===== src/rtl/segment_shift_driver.sv =====
// Scans an 8-digit 7-segment display through two 74HC595-style chains (segments, digit select).
// Optional macro SEG_DRIVER_BRIGHTNESS_EN adds a 4-bit brightness input that trims on-time during HOLD.
module segment_shift_driver #(
  parameter int DIGITS         = 8,
  parameter int CLK_DIV        = 2,
  parameter int HOLD_CYCLES    = 16,
  parameter int COM_ACTIVE_LOW = 1
) (
  input  logic       clock,
  input  logic       reset,
  input  logic       wr_en,
  input  logic [2:0] wr_addr,
  input  logic [7:0] wr_data,
  input  logic       blank,
`ifdef SEG_DRIVER_BRIGHTNESS_EN
  input  logic [3:0] brightness,
`endif
  output logic       seg_ser,
  output logic       seg_srclk,
  output logic       seg_rclk,
  output logic       seg_oe,
  output logic       com_ser,
  output logic       com_srclk,
  output logic       com_rclk,
  output logic       com_oe,
  output logic       frame_done
);

  localparam int TMAX = (CLK_DIV > HOLD_CYCLES) ? CLK_DIV : HOLD_CYCLES;
  localparam int CW   = $clog2(TMAX + 1);
  localparam logic [CW-1:0] DIV_LAST   = CW'(CLK_DIV - 1);
  localparam logic [CW-1:0] HOLD_LAST  = CW'(HOLD_CYCLES - 1);
  localparam logic [2:0]    LAST_DIGIT = 3'(DIGITS - 1);

  localparam logic [2:0] S_LOAD     = 3'd0;
  localparam logic [2:0] S_SHIFT_LO = 3'd1;
  localparam logic [2:0] S_SHIFT_HI = 3'd2;
  localparam logic [2:0] S_LATCH    = 3'd3;
  localparam logic [2:0] S_HOLD     = 3'd4;

  typedef struct packed {
    logic       en;
    logic [2:0] addr;
    logic [7:0] data;
  } wr_req_t;

  wr_req_t                  wreq;
  logic [DIGITS-1:0][7:0]   dbuf;
  logic [2:0]               state, state_nx;
  logic [CW-1:0]            tick;
  logic                     phase_last;
  logic [2:0]               bit_cnt;
  logic [2:0]               digit;
  logic [7:0]               seg_sh, com_sh;
  logic [7:0]               com_pat;
  logic                     srclk_q, rclk_q;
  logic                     started;
  logic                     dim;

  assign wreq = '{en: wr_en, addr: wr_addr, data: wr_data};

  // Addresses at or beyond DIGITS match no entry, so such writes fall away.
  always_ff @(posedge clock or posedge reset) begin
    if (reset) begin
      dbuf <= '0;
    end else begin
      for (int i = 0; i < DIGITS; i++)
        if (wreq.en && wreq.addr == 3'(i)) dbuf[i] <= wreq.data;
    end
  end

  assign com_pat = (COM_ACTIVE_LOW != 0) ? ~(8'h01 << digit) : (8'h01 << digit);

  always_comb begin
    case (state)
      S_LOAD:  phase_last = 1'b1;
      S_HOLD:  phase_last = (tick == HOLD_LAST);
      default: phase_last = (tick == DIV_LAST);
    endcase
  end

  always_comb begin
    state_nx = state;
    case (state)
      S_LOAD:     state_nx = S_SHIFT_LO;
      S_SHIFT_LO: if (phase_last) state_nx = S_SHIFT_HI;
      S_SHIFT_HI: if (phase_last) state_nx = (bit_cnt == 3'd0) ? S_LATCH : S_SHIFT_LO;
      S_LATCH:    if (phase_last) state_nx = S_HOLD;
      S_HOLD:     if (phase_last) state_nx = S_LOAD;
      default:    state_nx = S_LOAD;
    endcase
  end

  always_ff @(posedge clock or posedge reset) begin
    if (reset) begin
      state   <= S_LOAD;
      tick    <= '0;
      bit_cnt <= 3'd7;
      digit   <= 3'd0;
      seg_sh  <= 8'h00;
      com_sh  <= 8'h00;
      started <= 1'b0;
    end else begin
      state <= state_nx;
      tick  <= phase_last ? '0 : tick + 1'b1;
      case (state)
        S_LOAD: begin
          seg_sh  <= dbuf[digit];
          com_sh  <= com_pat;
          bit_cnt <= 3'd7;
        end
        S_SHIFT_HI: if (phase_last) begin
          seg_sh  <= {seg_sh[6:0], 1'b0};
          com_sh  <= {com_sh[6:0], 1'b0};
          bit_cnt <= bit_cnt - 3'd1;
        end
        S_LATCH: if (phase_last) started <= 1'b1;
        S_HOLD:  if (phase_last) digit <= (digit == LAST_DIGIT) ? 3'd0 : digit + 3'd1;
        default: ;
      endcase
    end
  end

  // srclk/rclk come straight from flops fed by the next state so the pins never glitch.
  always_ff @(posedge clock or posedge reset) begin
    if (reset) begin
      srclk_q <= 1'b0;
      rclk_q  <= 1'b0;
    end else begin
      srclk_q <= (state_nx == S_SHIFT_HI);
      rclk_q  <= (state_nx == S_LATCH);
    end
  end

`ifdef SEG_DRIVER_BRIGHTNESS_EN
  logic [11:0] bright_prod, bright_lim;
  assign bright_prod = 12'(brightness) * 12'(HOLD_CYCLES);

  always_ff @(posedge clock or posedge reset) begin
    if (reset)                             bright_lim <= '0;
    else if (state == S_LATCH && phase_last) bright_lim <= bright_prod >> 4;
  end

  // Lit only for the leading part of HOLD; dark everywhere else.
  assign dim = !((state == S_HOLD) && (12'(tick) < bright_lim));
`else
  assign dim = 1'b0;
`endif

  assign seg_ser    = seg_sh[7];
  assign com_ser    = com_sh[7];
  assign seg_srclk  = srclk_q;
  assign com_srclk  = srclk_q;
  assign seg_rclk   = rclk_q;
  assign com_rclk   = rclk_q;
  assign seg_oe     = ~started | rclk_q | blank | dim;
  assign com_oe     = ~started | rclk_q | blank | dim;
  assign frame_done = (state == S_LATCH) && phase_last && (digit == LAST_DIGIT);

endmodule


===== config.mk =====
export PLATFORM = sky130hd
export DESIGN_NAME = segment_shift_driver
export DESIGN_NICKNAME = d
export VERILOG_FILES = /design/src/rtl/segment_shift_driver.sv
export SDC_FILE = /design/constraint.sdc
export NUM_CORES = 1
export LEC_CHECK = 0
export BUFFER_PORTS_ARGS = -buffer_cell sky130_fd_sc_hd__buf_2
export CORE_ASPECT_RATIO = 0.7
export CORE_MARGIN = 1.5
export CORE_UTILIZATION = 45
export DETAILED_ROUTE_END_ITERATION = 8
export SYNTH_ARGS = -nofsm -noshare
export SYNTH_HDL_FRONTEND = slang
export SYNTH_SLANG_ARGS = --single-unit

===== constraint.sdc =====
create_clock -name clock -period 5.5 [get_ports clock]
set_input_delay 0 -clock clock [delete_from_list [all_inputs] [get_ports clock]]
set_output_delay 0 -clock clock [all_outputs]
set_load 0.03 [all_outputs]

# Yosys cells after proc, flatten, opt, wreduce, memory -nomap -nowiden
# Cells that the tools add are included.
[op_classes] shift=1 n_bitwise=4 n_mux=17 n_addsub=3 div=0 order_cmp=1 n_mul=0 eq_ne=17 n_reduce_logical=17
[op_table] operator="$pmux W8 S2" count=2
[op_table] operator="$bmux W8 S3" count=1
[op_table] operator="$mux W8" count=3
[op_table] operator="$eq A3 B2 Y1 const B" count=6
[op_table] operator="$eq A3 B3 Y1 const B" count=6
[op_table] operator="$mux W3" count=6
[op_table] operator="$pmux W3 S5" count=1
[op_table] operator="$logic_and A1 B1 Y1" count=10
[op_table] operator="$logic_not A3 Y1" count=3
[op_table] operator="$not A8 Y8" count=1
[op_table] operator="$shl A1 B3 Y8 const A" count=1
[op_table] operator="$eq A3 B1 Y1 const B" count=2
[op_table] operator="$pmux W3 S2" count=1
[op_table] operator="$reduce_and A2 Y1" count=3
[op_table] operator="$add A5 B1 Y5 const B" count=1
[op_table] operator="$eq A5 B1 Y1 const B" count=1
[op_table] operator="$eq A5 B4 Y1 const B" count=1
[op_table] operator="$mux W5" count=1
[op_table] operator="$lt A3 B4 Y1 const B" count=1
[op_table] operator="$add A3 B1 Y3 const B" count=1
[op_table] operator="$sub A3 B1 Y3 const B" count=1
[op_table] operator="$mux W2" count=1
[op_table] operator="$ne A2 B2 Y1 const B" count=1
[op_table] operator="$or A1 B1 Y1" count=2
[op_table] operator="3 further kinds" count=3
[totals] ram_bits=0 ff_bits=97 latchBits=0 wordCells=77 romBits=0 mem_count=0

# Depth between registers and ports, before layout
[logic_depth] depth_word=5 mapped_depth=7 depth_no_buf=5

# Least setup slack after synthesis
# No wires, ideal clock.
[synth_path] kind="register to register" from="register digit[0]" to="register digit[1]" slack_ns=3.961 period_less_slack_ns=1.539 path_stages_with_launch=6 arrival_ns=1.414 required_ns=5.375 path_buffers=2 setup_ns=0.125 path_cell_list="dfrtp_1 > buf_4 > buf_4 > inv_1 > ha_1 > mux2_2"
[synth_between] elab_chain_len=2 word_cells_on_any_way=3
[synth_rtl] element="from (decl)" line="53" text="logic [2:0] digit;"
[synth_rtl] element="from (signal assigned)" line="118" text="S_HOLD: if (phase_last) digit <= (digit == LAST_DIGIT) ? 3'd0 : digit + 3'd1;"
[synth_rtl] element="$add A3 B1 Y3 / $eq A3 B3 Y1 (equally long branches)" line="118"
[synth_rtl] element="$mux W3 *" line="118"
# Every way passes the cells marked *; elsewhere a longest branch is shown, timed or not.
# A chain may end at the register's enable or synchronous reset.

# Worst setup path after layout
[layout_path] from="register digit[1]" to="output frame_done"
[layout_between] elab_chain_len=2
[layout_rtl] element="$eq A3 B3 Y1" line="158" text="assign frame_done = (state == S_LATCH) && phase_last && (digit == LAST_DIGIT);"
[layout_rtl] element="$logic_and A1 B1 Y1" line="158"
[layout_rtl] element="to (decl)" line="26" text="output logic frame_done"
# Every way passes these cells.

==> summary.md <==
| Metric | Value |
|---|---|
| Via density | 5.49 |
| Initial antenna violation count | 0 |
| Fmax | 432 MHz |
| Total CTS buffers | 9 |
| Leakage | 2.22 nW |
| CTS resizes | 0 |
| Final setup fails | 0 |
| Sequential fraction of the synthesis area | 0.521 |
| Least-Margin Pin Slew | 1.15 ns |
| Nets | 425 |
| RSZ-0062 raised after global routing | no |
| Port-buffer cells | 23 |
| Worst Setup End Kind | output pin |
| Clock tree sinks | 97 |
| Crit path to | frame_done |
| Post-Route WL | between 9000 and 10000 um |
| Post-DP HPWL | 6470 um |
| Die area | approximately 11000 um^2 |
| Synth Flop Type | dfrtp_1 |
| M2 GR Usage | 0.280 |
| Peak supply drop | 0.171 mV |
| Flop pwr share | 0.507 |
| Clk slew on worst S/H paths | around 0.07 ns |
| Grt peak-use layer | met2 |
| Gpl congestion | between 0.7 and 0.8 |
| Die Wd | 125 um |
| Area growth from synthesis to layout | 11.3% |
| Top cells by area, synth | dfrtp_1 (50%), mux2_2 (16%), mux2i_1 (6.4%) |
| H-tree depth | 3 |
| PD cells | about 330 nW/um^2 |
| ANT cells | 0 |
| Yosys reg bits | between 90 and 100 |
| Worst Setup Path Type | reg -> out |
| Part of the power in the clock network | 0.375 |
| Worst-case reg-to-reg path depth | 4 |
| Layout cells sized above 1 | 0.308 |
| GRT met1 Usage | 0.269 |
| Syn Nets | ~410 |
| DR iter-0 viols | 147 |
| FF-to-FF End | seg_sh[1] |
| Worst Path Max Fanout | 22 |
| Setup Total Neg Slack | 0 ns |
| Sw power | between 0.3 and 0.4 mW |
| Yosys warnings | 0 |
| Vias post-DR | between 2k and 3k |
| Worst endpoint required time | about 5.5 ns |
| CTS tree | built |
| Commonest non-fill, non-tap cell in the layout | dfrtp_1 |
| Final slew viol count | 0 |
| Root Driver | clkbuf_16 |
| Hold Slack | approximately 0.0057 ns |
| # placed instances | approximately 510 |
| Mean Syn Cell Area | about 12 um^2 |
| Async SR Flop Fraction | 1.00 |
| Antenna-violating nets left | 0 |
| Gr usage total | 0.189 |
| Pin count of the biggest net entering global routing | 66 |
| DR DRC count | 0 |
| Crit Reg-Reg Startpoint | digit[1] |
| IO Pins | 24 |
| Skew-Pair Late Insertion Delay | 0.34 ns |
| Core footprint | 9870 um^2 |
| Die Y | 88.2 um |
| WHS Path Cells | 2 |
| Worst slew margin | 0.234 |
| Switching Fraction | 0.233 |
| Post-Syn Area | approximately 4700 um^2 |
| R2R setup slack | 3.39 ns |
| FP Rows | 30 |
| Worst Hold Class | in -> reg |
| Post-synth cell types | 44 |
| Synth top area share | 0.504 |
| Number of flops mapped to enable cells by yosys | 0 |
| Most frequent cells in the layout | dfrtp_1 (94), mux2_2 (66), mux2i_1 (30), nand2_1 (24), buf_2 (23) |
| Fin cells | 534 |
| Post-synth top area cell | dfrtp_1 |
| Deepest clock path buffer count | 2 |
| Logic pwr share | 0.117 |
| Clock skew | roughly 0.0041 ns |
| Setup crit start kind | flop |
| Fin crit period | ~2.3 ns |
| Post-Syn Instances | ~380 |
| Status | completed |
| First-pass GRT wire length | roughly 16000 um |
| Total iterations of the first detailed-routing run | 4 |
| Fin. Hold Viols | 0 |
| Setup crit start | digit[1] |
| Met3 usage | 0.0513 |
| Max-cap violations | 0 |
| Vias in the first global route | about 2.9k |
| Initial Util | 0.472 |
| Pint | between 1 and 1.5 mW |
| Signal arrival time at the worst endpoint | roughly 2.3 ns |
| Routed WL per cell | around 18 um |
| Period utilisation layout | 0.421 |
| Grt ovf | 0 |
[how the worst min path moves through the flow]
stage,startpoint,slack [ns],endpoint
after floorplan,wr_data[0],0.15,dbuf[56]
after global placement,reset,0.03,com_sh[7]
after detailed placement,reset,0.03,com_sh[4]
after CTS,wr_data[4],0.0005,dbuf[28]
after global routing,wr_data[4],0.006,dbuf[44]
final,wr_data[4],0.006,dbuf[52]
[state kept, by name (all words and copies together), names as in the netlist, 3 cells and up]
register,cells
bit_cnt,3
dbuf,64
state,3
seg_sh,8
tick,5
com_sh,8
digit,3
[kinds of logic (layout without fill, tap and decap cells)]
family	Yosys count	count (layout)	synth area share
muxes	98	98	0.233
DFF	97	97	0.521
and+or+nand+nor	82	82	0.106
AOI/OAI and AO/OA	61	61	0.0724
buffers and inverters	31	56	0.0373
adders and majority gates	9	9	0.0241
xor gates and xnor gates	3	3	0.00564
[per-layer routing]
| metal | vias to the layer above | routed length (um) |
|---|---|---|
| met1 | 1482 | 4990 |
| met5 | - | 0 |
| met2 | 40 | 4040 |
| met3 | 14 | 359 |
| li1 | 1398 | - |
| met4 | 0 | 143 |
[worst max-delay path, cell delays in order, from the launching register on]
cell and delay, ns:
dfrtp_1 1.10, ha_1 0.33, ha_1 0.20, and2_1 0.15, buf_2 0.20
[power by group through the flow]
stage               Clock (mW)  Sequential [mW]  Combinational [mW]
floorplan                    0            0.864               0.158
global placement             0            0.878               0.192
detailed placement           0            0.881               0.200
CTS                      0.658            0.868               0.204
global route             0.686            0.881               0.224
finish                   0.642            0.868               0.200
[layout make-up]
type / count / area [um^2]
clock buffer: 12 / 256
clock inverter: 4 / 51.3
fill: 862 / 4680
inverter: 9 / 36.3
multi-input combinational: 253 / 2060
sequential: 97 / 2430
tap: 128 / 160
timing repair buffer: 31 / 193
[metrics by stage]
stage / power, mW / setup slack [ns] / instance area, um^2 / util
after floorplan: 1.02 / 2.97 / 4660 / -
after global placement: 1.07 / 3.41 / 4810 / 0.488
after detailed placement: 1.08 / 3.37 / 4810 / 0.488
after CTS: 1.73 / 3.10 / 5190 / 0.526
after global routing: 1.79 / 2.97 / 5190 / 0.526
final: 1.71 / 3.18 / 5190 / 0.526
[synthesized netlist by cell type, types with 4 or more instances]
master / number
ha_1: 9
inv_1: 9
clkbuf_1: 5
buf_4: 7
buf_2: 7
nand2_1: 24
o21ai_1: 4
mux2i_1: 30
dfrtp_1: 94
o22ai_1: 8
nand2b_1: 4
nand3_1: 5
nor2_1: 11
mux2_2: 66
a21oi_1: 20
nor3_1: 12
o21ai_0: 22
[what timing repair did]
action / CTS / global route
hold buffers: 7 / 0
setup buffers: 0 / 0
endpoints found under the hold margin: 71 / 0
setup endpoints to repair: 0 / 0
(Power assumes the default switching activity.)
